<file path="src/rtl/mem_writeback_stage.sv">
// mem_writeback_stage: fifth pipeline stage, directly downstream of the data cache.
// Samples the cache readData bus once per stage period, in the phase where the cache
// drives it. Applies zero-extending load extraction, issues a one-cycle register-file
// write strobe, and keeps a forwarding copy of the last result for the hazard logic.
//
// Ports:
//   clock, reset_n     system clock (posedge) and asynchronous active-low reset
//   memReadData        cache readData: load data, or ALU result when memToReg=0
//   memToReg           1 = load result, apply size/lane extraction
//   regWrite           instruction writes a register
//   writeReg           destination register index
//   loadSize           00 word, 01 half, 10 byte, 11 treated as word
//   addrLow            load address bits [1:0], selects the byte/half lane
//   flush              cancel the result captured at this edge
//   phase              current stage phase, 0..STAGE_PERIOD-1
//   regWriteEn/Addr/Data  register-file write port (strobe is one cycle)
//   fwdValid/fwdReg/fwdData  forwarding copy of the last valid result
module mem_writeback_stage #(
    parameter int unsigned DATA_WIDTH     = 32,
    parameter int unsigned REG_ADDR_WIDTH = 5,
    parameter int unsigned STAGE_PERIOD   = 5,
    parameter int unsigned CAPTURE_PHASE  = 4,
    parameter int unsigned ZERO_REG       = 31
) (
    input  logic                      clock,
    input  logic                      reset_n,
    input  logic [DATA_WIDTH-1:0]     memReadData,
    input  logic                      memToReg,
    input  logic                      regWrite,
    input  logic [REG_ADDR_WIDTH-1:0] writeReg,
    input  logic [1:0]                loadSize,
    input  logic [1:0]                addrLow,
    input  logic                      flush,
    output logic [2:0]                phase,
    output logic                      regWriteEn,
    output logic [REG_ADDR_WIDTH-1:0] regWriteAddr,
    output logic [DATA_WIDTH-1:0]     regWriteData,
    output logic                      fwdValid,
    output logic [REG_ADDR_WIDTH-1:0] fwdReg,
    output logic [DATA_WIDTH-1:0]     fwdData
);

    localparam int unsigned PHASE_W = 3;
    localparam int unsigned HALF_W  = 16;
    localparam int unsigned BYTE_W  = 8;

    logic [PHASE_W-1:0]        phase_q, phase_d;
    logic                      wr_en_q, wr_en_d;
    logic [REG_ADDR_WIDTH-1:0] wr_addr_q, wr_addr_d;
    logic [DATA_WIDTH-1:0]     wr_data_q, wr_data_d;
    logic                      fwd_valid_q, fwd_valid_d;
    logic [REG_ADDR_WIDTH-1:0] fwd_reg_q, fwd_reg_d;
    logic [DATA_WIDTH-1:0]     fwd_data_q, fwd_data_d;

    logic                      capture_c;
    logic                      valid_c;
    logic [DATA_WIDTH-1:0]     ext_data_c;

    // Load extraction; the result is only registered at the capture edge, so the
    // undriven bus in other phases never reaches state.
    always_comb begin
        ext_data_c = memReadData;
        if (memToReg) begin
            unique case (loadSize)
                2'b01:   ext_data_c = addrLow[1] ? DATA_WIDTH'(memReadData[2*HALF_W-1:HALF_W])
                                                 : DATA_WIDTH'(memReadData[HALF_W-1:0]);
                2'b10:   ext_data_c = DATA_WIDTH'(memReadData[{addrLow, 3'b000} +: BYTE_W]);
                default: ext_data_c = memReadData;
            endcase
        end
    end

    // Phase tracking, capture qualification and next-state for all outputs.
    always_comb begin
        phase_d     = (phase_q == PHASE_W'(STAGE_PERIOD - 1)) ? '0 : phase_q + PHASE_W'(1);
        wr_en_d     = 1'b0;
        wr_addr_d   = wr_addr_q;
        wr_data_d   = wr_data_q;
        fwd_valid_d = fwd_valid_q;
        fwd_reg_d   = fwd_reg_q;
        fwd_data_d  = fwd_data_q;

        capture_c = (phase_q == PHASE_W'(CAPTURE_PHASE));
        valid_c   = capture_c && regWrite && !flush &&
                    (writeReg != REG_ADDR_WIDTH'(ZERO_REG));

        if (capture_c) begin
            wr_en_d     = valid_c;
            wr_addr_d   = writeReg;
            wr_data_d   = ext_data_c;
            fwd_valid_d = valid_c;
            if (valid_c) begin
                fwd_reg_d  = writeReg;
                fwd_data_d = ext_data_c;
            end
        end
    end

    always_ff @(posedge clock or negedge reset_n) begin
        if (!reset_n) begin
            phase_q     <= '0;
            wr_en_q     <= 1'b0;
            wr_addr_q   <= '0;
            wr_data_q   <= '0;
            fwd_valid_q <= 1'b0;
            fwd_reg_q   <= '0;
            fwd_data_q  <= '0;
        end else begin
            phase_q     <= phase_d;
            wr_en_q     <= wr_en_d;
            wr_addr_q   <= wr_addr_d;
            wr_data_q   <= wr_data_d;
            fwd_valid_q <= fwd_valid_d;
            fwd_reg_q   <= fwd_reg_d;
            fwd_data_q  <= fwd_data_d;
        end
    end

    assign phase        = phase_q;
    assign regWriteEn   = wr_en_q;
    assign regWriteAddr = wr_addr_q;
    assign regWriteData = wr_data_q;
    assign fwdValid     = fwd_valid_q;
    assign fwdReg       = fwd_reg_q;
    assign fwdData      = fwd_data_q;

endmodule

</file>
<file path="config.mk">
export PLATFORM = sky130hd
export DESIGN_NAME = mem_writeback_stage
export DESIGN_NICKNAME = d
export VERILOG_FILES = /design/src/rtl/mem_writeback_stage.sv
export SDC_FILE = /design/constraint.sdc
export NUM_CORES = 1
export LEC_CHECK = 0
export BUFFER_PORTS_ARGS = -buffer_cell sky130_fd_sc_hd__buf_2
export CAP_MARGIN = 40
export CORE_AREA = 2 2 77 97
export CTS_BUF_LIST = sky130_fd_sc_hd__clkbuf_16
export CTS_CLUSTER_DIAMETER = 200
export DETAILED_ROUTE_END_ITERATION = 8
export DIE_AREA = 0 0 79 99
export PLACE_DENSITY = 0.83
export SETUP_SLACK_MARGIN = 0.4
export SLEW_MARGIN = 20
export SYNTH_ARGS = -nofsm -noshare
export SYNTH_HDL_FRONTEND = slang
export SYNTH_SLANG_ARGS = --single-unit
export TNS_END_PERCENT = 30
</file>
<file path="constraint.sdc">
create_clock -name clock -period 2.03 [get_ports clock]
set_clock_uncertainty 0.15 [all_clocks]
set_input_delay 0.1015 -clock clock [delete_from_list [all_inputs] [get_ports clock]]
set_output_delay 0.1015 -clock clock [all_outputs]
set_load 0.03 [all_outputs]
</file>
* After elaboration in Yosys (flattened, before gate mapping) *
Index checks and enable logic that the tools add are counted.

cells by class
  $add $sub $neg = 1
  equal/unequal tests = 4
  shift-type cells = 1
  multiplexer cells = 5
  reduce and logical (&&, ||, !) cells = 5

operator list
  operator             count
  $pmux 32 s2          1
  $mux 32              1
  $shiftx 32x6->8      1
  $mux 16              1
  $ne 5x5->1 const B   1
  $add 3x1->3 const B  1
  $eq 3x3->1 const B   1
  $logic_and 1x1->1    3
  $mux 3               1
  $eq 2x1->1 const B   1
  $eq 2x2->1 const B   1
  $reduce_and 2->1     1
  $logic_not 1->1      1
  $mux 1               1

word-level totals
  bits in registers = 79
  bits of input ports = 46
  logic and storage cells = 23

* Logic depth before layout (Yosys ltp) *
Gate-level depths: netlist of run 1.

  word-level depth = 5
  gate-level depth with buffers = 9

* Worst setup path before layout of run 1 *
No wires, ideal clock.

  path kind = register to register
  start point = reg phase_q[0], in the netlist phase[0]
  end point = reg fwd_data_q[11], in the netlist fwdData[11]
  data arrival time = 1543 ps
  data required time = 1752 ps
  path slack = 209 ps
  cell stages (with the launch flop) = 9
  buffers on the path = 2
  period minus slack after synthesis = 1821 ps
  path through = dfrtp_1 -> inv_1 -> ha_1 -> nand4b_2 -> a31o_1 -> buf_6 -> buf_2 -> nand2_1 -> o21ai_0

between the ends
  cells in the longest elaborated chain, start to end = 5

RTL lines
  element                              RTL line  text
  start, declared                      47        logic [PHASE_W-1:0] phase_q, phase_d;
  start signal, assigned               109       phase_q <= phase_d;
  $eq 3x3->1 *                         83        capture_c = (phase_q == PHASE_W'(CAPTURE_PHASE));
  $logic_and 1x1->1 (3 in series)      84        valid_c = capture_c && regWrite && !flush &&
  $reduce_and 2->1 (no source line) *  -
  end signal, assigned                 115       fwd_data_q <= fwd_data_d;
  end, declared                        53        logic [DATA_WIDTH-1:0] fwd_data_q, fwd_data_d;

Every way passes the cells marked *; elsewhere a longest branch is shown, timed or not.
A chain may end at the register's enable or synchronous reset.

* Final worst setup path of run 1 *
  start point = reg phase_q[0], in the netlist phase[0]
  end point = reg fwd_data_q[31], in the netlist fwdData[31]

Same word-level chain as after synthesis.

==> impl_metrics.py, run 1 <==
metrics = {
    "global_routing": {
        "grt_max_degree": 55,
        "grt_pass1_vias": 3087,
        "grtUsageTotal_pct": 25.6,
        "grt_pass1_wl_um": 15200,
        "overflow": 0,
        "antenna_found_initial": 0,
    },
    "finish": {
        "insertedDiodeCount": 0,
        "drive_gt1_share_pct": 37.2,
        "area_growth_pct": 50.0,
        "mostFrequentLayoutCells": "123 x buf_2, 86 x nand2_1, 77 x dfrtp_1",
        "final_net_count": 551,
        "postLayoutCellArea_mm2": 0.00492,
        "layout_commonest_cell": "buf_2",
    },
    "power": {
        "ir_worst_vdd_uv": 500,
        "power_density_mw_per_mm2": 886,
        "leakagePower_nw": 2.46,
    },
    "synthesis": {
        "synth_area_per_cell_um2": 10.0,
        "yosysTopAreaCell": "dfrtp_1",
        "syn_nets": 378,
        "netlist_top_cells_area": "dfrtp_1 60%, nand2_1 11%, o21ai_0 5.8%",
        "synth_top_area_share_pct": 60.2,
        "syn-cell-area_mm2": 0.00328,
        "syn_inst": 328,
        "synth.distinct_cells": 27,
        "ys_seq_elements": 79,
        "ys_warn_count": 0,
        "synth.yosys.seq_area_share_pct": 60.2,
    },
    "sta": {
        "period_needed_ns": 1.67,
        "max_slew_margin_pct": 67.6,
        "drv_slew": 0,
        "report.final.setup_viol": 0,
        "hold_viol_final": 0,
        "tightest_slew_ns": 0.487,
        "tns_ns": 0,
        "rsz0062_at_grt": "yes",
        "fin_crit_sh_pct": 82.1,
        "clock.fmax_ghz": 0.600,
    },
    "setup_path": {
        "max_stage_delay_ns": 0.42,
        "endpoint_kind": "flop",
        "crit_type": "reg -> reg",
        "arrival_ns": 1.73,
        "cp_cell_sequence": "inv_2 -> ha_4 -> nand4b_4 -> a31o_2 -> clkbuf_16 -> nand2_1 -> o21ai_1",
        "crit_fanout": 6,
        "cp.required_ns": 2.09,
        "startpoint_type": "flop",
        "crit_slowest_cell": "dfrtp_2",
    },
    "placement": {
        "hpwl_um": 6430,
        "place_area_mm2": 0.00402,
        "place_congestion": 0.793,
        "io_buffers": 124,
    },
    "floorplanning": {
        "ios": 125,
        "die_w_um": 79,
        "core_area_mm2": 0.00689,
        "die_y_um": 99,
        "rows": 34,
        "start_util_pct": 47.6,
        "dieArea_mm2": 0.00782,
    },
    "clocking": {
        "cts.htree.levels": 3,
        "clk_latency_ns": 0.33,
        "numCtsBuffers": 9,
        "clock_sinks": 79,
        "cts_tree": "yes",
        "clk_path_buf_depth": 2,
        "cts.clk_slew.worst_paths_ns": 0.06,
        "cts-root-buf": "clkbuf_16",
    },
    "route": {
        "avgRoutedWirePerCell_um": 17.8,
        "routed_wl_um": 10600,
        "first_iter_violations": 279,
        "route.antenna.remaining_nets": 0,
        "vias_per_cell": 5.56,
        "drc": 0,
        "drt-pass1-iter-count": 5,
        "vias": 3314,
    },
    "min_path": {
        "hold_path_class": "in -> reg",
    },
    "run_status": {
        "status": "finished clean",
    },
    "job": {
        "drv_cap": 0,
    },
}
==> power by group <==
group / total, mW / internal, mW / switching, mW
Combinational: 1.01 / 0.339 / 0.668
Sequential: 1.84 / 1.74 / 0.0991
Clock: 1.52 / 0.928 / 0.589
Total: 4.36 / 3.01 / 1.36
==> critical path, delay by kind of cell (launching register included) <==
kind,cells,cell delay (ns)
AOI/OAI and AO/OA,2,0.38
adders and majority gates,1,0.15
buffers and inverters,2,0.25
DFF,1,0.42
and+or+nand+nor,2,0.20
==> flip-flops by register name (all words and copies together), names as in the netlist <==
signal / count
regWriteData: 32
fwdData: 32
fwdValid: 1
regWriteAddr: 5
regWriteEn: 1
fwdReg: 5
phase: 3
==> layer usage <==
metal / GRT usage [%] / routed length [um]
met4: 12.5 / 448
met1: 32.2 / 3950
met3: 4.40 / 664
met2: 42.8 / 5550
met5: 0 / 0
==> what timing repair did <==
item | CTS | global route
resized for setup | 2 | 31
hold endpoints to repair | 110 | 0
endpoints found under the setup margin | 33 | 36
pin swaps | 0 | 2
hold buffers | 39 | 0
setup buffers | 1 | 5
gates cloned | 0 | 7
==> cells in the mapped netlist (all sizes together) <==
library cell / instances
a31oi: 16
dfrtp: 79
nor2b: 1
o211a: 1
nand2: 97
and2b: 1
and3: 3
nand4b: 1
nand2b: 3
mux2: 8
inv: 5
clkinv: 1
a31o: 1
o311ai: 1
mux2i: 1
clkbuf: 9
o21ai: 48
o22a: 3
and2: 1
ha: 4
buf: 11
a22oi: 16
nor2: 17
==> path summary, 6_finish.rpt <==
check	start	endpoint	slack, ns	cells past startpoint
max in group asynchronous	reset_n	phase[0]	0.99	3
min in group asynchronous	reset_n	regWriteData[23]	0.13	2
worst max register to register	phase[0]	fwdData[31]	0.36	7
worst min-delay path	regWrite	fwdReg[3]	0.12	4
worst max-delay path	phase[0]	fwdData[31]	0.36	7
worst min register to register	phase[0]	phase[0]	0.32	1
==> stage by stage <==
step | setup slack [ns] | util (%) | std cells | total power [mW] | hold slack [ns]
floorplan | 0.337 | - | 328 | 2.39 | -0.344
global placement | 0.314 | 58.3 | 528 | 2.70 | -0.0623
detailed placement | 0.244 | 58.3 | 528 | 2.72 | -0.0547
CTS | 0.387 | 68.3 | 584 | 4.29 | 0.00507
global route | 0.293 | 71.4 | 596 | 4.53 | 0.147
finish | 0.363 | 71.4 | 596 | 4.36 | 0.124
==> layout make-up <==
type	count	area, um^2
Clock inverter	7	53.8
Fill cell	489	1970
Multi-Input combinational cell	224	1270
Clock buffer	9	225
Sequential cell	79	1980
Timing Repair Buffer	181	1250
Inverter	6	35.0
Tap cell	90	113
==> kinds of logic (layout without fill, tap and decap cells) <==
kind of cell | after synthesis | count (layout) | share of synthesized area [%]
buffers and inverters | 26 | 203 | 4.04
adder cells (fa/ha/maj) | 4 | 4 | 1.53
multiplexers | 9 | 9 | 3.05
flip-flops | 79 | 79 | 60.2
AO/OA/AOI/OAI | 86 | 87 | 15.9
AND/OR/NAND/NOR | 124 | 124 | 15.3
No activity file was read; power rests on OpenSTA's default activity.
==> inputs of run 2 (changes only) <==
==> constraint.sdc (replaced) <==
create_clock -name clock -period 1.59 [get_ports clock]
set_clock_uncertainty 0.15 [all_clocks]
set_input_delay 0.0795 -clock clock [delete_from_list [all_inputs] [get_ports clock]]
set_output_delay 0.0795 -clock clock [all_outputs]
set_load 0.03 [all_outputs]
==> run 2 against run 1 <==
Sequential share of layout area shrank 1.9 points. First-iteration DRC count shrank 5.0%. Highest routed layer unchanged. Combinational power grew 35%. Maximum frequency grew 1.4%. Largest power group unchanged. Worst setup slack lost 0.42 ns. Cell area grew 4.9%. Utilization grew 3.5 points. Global-route usage shrank 0.16 points. Via count grew 0.48%. The flow now finishes with violations (negative setup slack). Sequential cell count is the same. Largest cell class unchanged.
==> impl_metrics.py, run 2 (synthesis results as in run 1) <==
metrics = {
    "floorplanning": {
        "start_util_pct": 47.6,
        "die_w_um": 79,
        "core_area_mm2": 0.00689,
        "die_y_um": 99,
        "ios": 125,
        "dieArea_mm2": 0.00782,
        "rows": 34,
    },
    "route": {
        "vias": 3330,
        "vias_per_cell": 5.56,
        "avgRoutedWirePerCell_um": 18.6,
        "drc": 0,
        "route.antenna.remaining_nets": 0,
        "first_iter_violations": 265,
        "drt-pass1-iter-count": 4,
        "routed_wl_um": 11100,
    },
    "setup_path": {
        "critPathTopFamily": "flip-flops",
        "cp.required_ns": 1.65,
        "startpoint": "phase[1]",
        "max_stage_delay_ns": 0.41,
        "crit_buf_inv": 2,
        "crit_type": "reg -> reg",
        "arrival_ns": 1.71,
        "r2r_slack_ns": -0.05,
        "cp_cell_sequence": "inv_2 -> ha_4 -> nand4b_4 -> a31o_4 -> clkbuf_16 -> nand2_2 -> o21ai_2",
        "crit_fanout": 6,
        "endpoint_kind": "flop",
        "r2r-start": "phase[1]",
        "startpoint_type": "flop",
        "crit_slowest_cell": "dfrtp_2",
    },
    "clocking": {
        "clock_sinks": 79,
        "cts.htree.levels": 3,
        "numCtsBuffers": 9,
        "cts_tree": "yes",
        "clk_latency_ns": 0.32,
        "clk_path_buf_depth": 2,
        "cts.clk_slew.worst_paths_ns": 0.06,
        "cts-root-buf": "clkbuf_16",
    },
    "finish": {
        "layout_commonest_cell": "buf_2",
        "drive_gt1_share_pct": 44.1,
        "area_growth_pct": 57.3,
        "postLayoutCellArea_mm2": 0.00516,
        "mostFrequentLayoutCells": "120 x buf_2, 77 x dfrtp_1, 74 x nand2_1",
        "final_net_count": 554,
    },
    "sta": {
        "max_slew_margin_pct": 56.5,
        "period_needed_ns": 1.64,
        "drv_slew": 0,
        "clock.fmax_ghz": 0.608,
        "fin_crit_sh_pct": 103,
        "tns_ns": -0.447,
        "report.final.setup_viol": 18,
        "hold_viol_final": 0,
        "rsz0062_at_grt": "yes",
        "tightest_slew_ns": 0.651,
        "fin_ws_ns": -0.0536,
    },
    "global_routing": {
        "grt_max_degree": 55,
        "grt_pass1_wl_um": 15300,
        "overflow": 0,
        "grt_pass1_vias": 3210,
        "antenna_found_initial": 1,
        "grtUsageTotal_pct": 25.5,
    },
    "placement": {
        "hpwl_um": 6450,
        "place_congestion": 0.813,
        "io_buffers": 124,
        "pre_cts_slack_ns": -0.166,
        "place_area_mm2": 0.00412,
    },
    "power": {
        "leakagePower_nw": 2.56,
        "power_density_mw_per_mm2": 1130,
        "ir_worst_vdd_uv": 800,
    },
    "min_path": {
        "hold_path_class": "in -> async",
    },
    "job": {
        "drv_cap": 0,
    },
    "run_status": {
        "status": "complete, but fails checks",
        "violations": "negative setup slack",
    },
}
## run 2: cell type report
type / instances / area (um^2)
antenna: 1 / 2.50
clock buffer: 9 / 225
clock inverter: 6 / 77.6
fill: 456 / 1730
inverter: 6 / 35.0
multi-input combinational: 224 / 1390
sequential: 79 / 1980
tap: 90 / 113
timing repair buffer: 184 / 1340
## run 2: repair_timing
item / 4_1_cts / 5_1_grt
resized for setup: 4 / 76
setup endpoints to repair: 80 / 80
cloned: 0 / 7
pin swaps: 0 / 15
buffers inserted: 0 / 1
hold buffers: 37 / 1
hold endpoints to repair: 153 / 2
## run 2: path summary, 6_finish.rpt
check                                   end  depth (start not counted)
max                             fwdData[29]                          7
min                        regWriteData[18]                          2
max reg2reg                     fwdData[29]                          7
min reg2reg                 regWriteAddr[3]                          2
max in group asynchronous  regWriteData[30]                          3
min in group clock              fwdData[25]                          5
## run 2: where the power goes
group	total (mW)	leakage [nW]	switching [mW]	internal, mW
combinational	1.36	1.44	0.892	0.471
sequential	2.36	0.962	0.143	2.22
clock	2.12	0.154	0.769	1.35
## run 2: stage by stage
step	util [%]	power, mW	hold WS [ns]	instances
floorplan	-	3.05	-0.366	328
global placement	59.8	3.46	-0.116	537
detailed placement	59.8	3.50	-0.104	537
CTS	69.7	5.66	-0.149	589
global route	74.9	6.03	0.139	599
finish	74.9	5.84	0.111	599
## run 2: worst reg2reg max path, cell delays in order, from the launching register on
cell,delay (ns)
dfrtp_2,0.41
inv_2,0.07
ha_4,0.15
nand4b_4,0.12
a31o_4,0.30
clkbuf_16,0.19
nand2_2,0.08
o21ai_2,0.06
## run 2: routing by layer
metal,routed length [um],global-route usage [%]
met1,3980,32.0
met2,5760,42.2
met3,728,3.39
met4,659,14.2
met5,0,0
==> inputs of run 3 (changes only) <==
--- a/config.mk
+++ b/config.mk
@@ -13,6 +13,7 @@
 export DETAILED_ROUTE_END_ITERATION = 8
 export DIE_AREA = 0 0 79 99
 export PLACE_DENSITY = 0.83
+export REMOVE_ABC_BUFFERS = 1
 export SETUP_SLACK_MARGIN = 0.4
 export SLEW_MARGIN = 20
 export SYNTH_ARGS = -nofsm -noshare
==> run 3 against run 2 <==
The run ends with negative hold slack, negative setup slack left. Critical endpoint is now fwdData[23]. Final cell count grew 1.8%. Utilization grew 3.7 points. Global-route usage grew 3.9 points. Critical path type unchanged. Sequential cell count is the same. Sequential power is essentially flat.
==> impl_metrics.py, run 3 (synthesis results as in run 1) <==
metrics = {
    "power": {
        "p_comb_share_pct": 23.7,
        "p_switching_mw": 1.86,
        "seqPwrFrac_pct": 40.1,
        "power_density_mw_per_mm2": 1100,
        "ir_worst_vdd_uv": 742,
        "clockPowerShare_pct": 36.3,
        "finalPower_mw": 5.96,
        "p_int_mw": 4.10,
        "leakagePower_nw": 2.69,
        "netSwitchingFraction_pct": 31.2,
    },
    "floorplanning": {
        "ios": 125,
        "core_area_mm2": 0.00689,
        "start_util_pct": 47.6,
        "die_w_um": 79,
        "die_y_um": 99,
        "rows": 34,
        "dieArea_mm2": 0.00782,
    },
    "sta": {
        "clock.fmax_ghz": 0.603,
        "period_needed_ns": 1.66,
        "tns_ns": -1.40,
        "report.final.setup_viol": 32,
        "tightest_slew_ns": 0.690,
        "fin_crit_sh_pct": 104,
        "fin_ws_ns": -0.0679,
        "drv_slew": 0,
        "max_slew_margin_pct": 53.9,
        "rsz0062_at_grt": "yes",
        "holdWs_ns": -0.125,
        "hold_viol_final": 2,
    },
    "route": {
        "vias_per_cell": 5.55,
        "avgRoutedWirePerCell_um": 19.3,
        "route.antenna.remaining_nets": 0,
        "drt-pass1-iter-count": 5,
        "drc": 0,
        "first_iter_violations": 184,
        "vias": 3385,
        "routed_wl_um": 11800,
    },
    "run_status": {
        "violations": "negative hold slack, negative setup slack",
        "status": "complete, but fails checks",
    },
    "clocking": {
        "cts.clk_slew.worst_paths_ns": 0.06,
        "clock_sinks": 79,
        "clk_latency_ns": 0.33,
        "cts_hold_buf": 38,
        "clk_path_buf_depth": 2,
        "cts_tree": "yes",
        "cts.htree.levels": 3,
        "cts-root-buf": "clkbuf_16",
        "numCtsBuffers": 9,
    },
    "finish": {
        "drive_gt1_share_pct": 49.2,
        "area_growth_pct": 65.1,
        "postLayoutCellArea_mm2": 0.00542,
        "final_net_count": 565,
        "mostFrequentLayoutCells": "118 x buf_2, 79 x dfrtp_1, 60 x nand2_1",
        "fin_util_pct": 78.6,
        "final_cell_count_no_fill": 610,
        "insertedDiodeCount": 0,
        "layout_commonest_cell": "buf_2",
    },
    "placement": {
        "place_area_mm2": 0.00410,
        "place_congestion": 0.778,
        "post-place-cells": 540,
        "io_buffers": 124,
        "hpwl_um": 6500,
        "pre_cts_slack_ns": -0.192,
    },
    "setup_path": {
        "startpoint_type": "flop",
        "crit_type": "reg -> reg",
        "arrival_ns": 1.73,
        "cp.required_ns": 1.66,
        "crit_fanout": 8,
        "endpoint_kind": "flop",
    },
    "min_path": {
        "hold_path_class": "in -> reg",
    },
    "global_routing": {
        "antenna_found_initial": 0,
        "grt_pass1_wl_um": 17400,
        "grtUsageTotal_pct": 29.4,
        "grt_pass1_vias": 3473,
        "overflow": 0,
        "grt_max_degree": 48,
    },
    "job": {
        "drv_cap": 0,
    },
}
## run 3: cell types whose count changed in the layout (fill, tap and decap cells not counted), moves of 5 or more
cell | before | now
nand2_1 | 74 | 60
nor2_1 | 17 | 5
o21ai_1 | 9 | 19
nor2_2 | 0 | 9
o21ai_0 | 21 | 12
nand2_2 | 18 | 26
nand2_4 | 5 | 11
buf_4 | 12 | 17
## run 3: cell type report
| cell class | count | area, um^2 |
|---|---|---|
| clock inverter | 7 | 88.8 |
| timing repair buffer | 194 | 1490 |
| inverter | 6 | 35.0 |
| multi-input combinational | 223 | 1460 |
| timing repair inverter | 2 | 25.0 |
| tap | 90 | 113 |
| clock buffer | 9 | 225 |
| sequential | 79 | 1980 |
| fill | 411 | 1470 |
## run 3: power by group through the flow
stage	Sequential, mW	Clock [mW]	Combinational (mW)
6_report	2.39	2.16	1.41
5_1_grt	2.40	2.27	1.49
4_1_cts	2.35	2.16	1.32
3_5_place_dp	2.37	0	1.12
3_3_place_gp	2.36	0	1.10
2_1_floorplan	2.78	0	0.242
## run 3: path summary, 6_finish.rpt
kind | endpoint | slack [ns] | depth (start not counted) | start
max in group asynchronous | fwdData[10] | 0.47 | 3 | reset_n
max | fwdData[23] | -0.07 | 8 | phase[0]
min | regWriteAddr[3] | -0.12 | 3 | writeReg[3]
max reg2reg | fwdData[23] | -0.07 | 8 | phase[0]
min in group asynchronous | regWriteData[26] | 0.14 | 3 | reset_n
min reg2reg | fwdValid | 0.33 | 2 | fwdValid
## run 3: critical path: stages (launching register included)
cell,delay [ns]
dfrtp_1,0.39
inv_2,0.08
ha_4,0.14
nand4b_4,0.09
a31o_4,0.26
buf_12,0.16
buf_12,0.15
nand2_4,0.06
o21ai_2,0.05
## run 3: layer usage
| layer | track usage [%] | vias up | part of all wire [%] |
|---|---|---|---|
| li1 | - | 1502 | - |
| met1 | 33.6 | 1666 | 37 |
| met2 | 53.1 | 185 | 54 |
| met3 | 5.04 | 32 | 6.0 |
| met4 | 13.1 | 0 | 3.0 |
| met5 | 0 | - | 0 |
## run 3: timing repair
action                                 4_1_cts  5_1_grt
setup buffers                                6        2
gates resized for setup                     85       55
pin swaps                                   22        3
setup endpoints to repair                   80       84
gates cloned                                 6        2
endpoints found under the hold margin      153        2
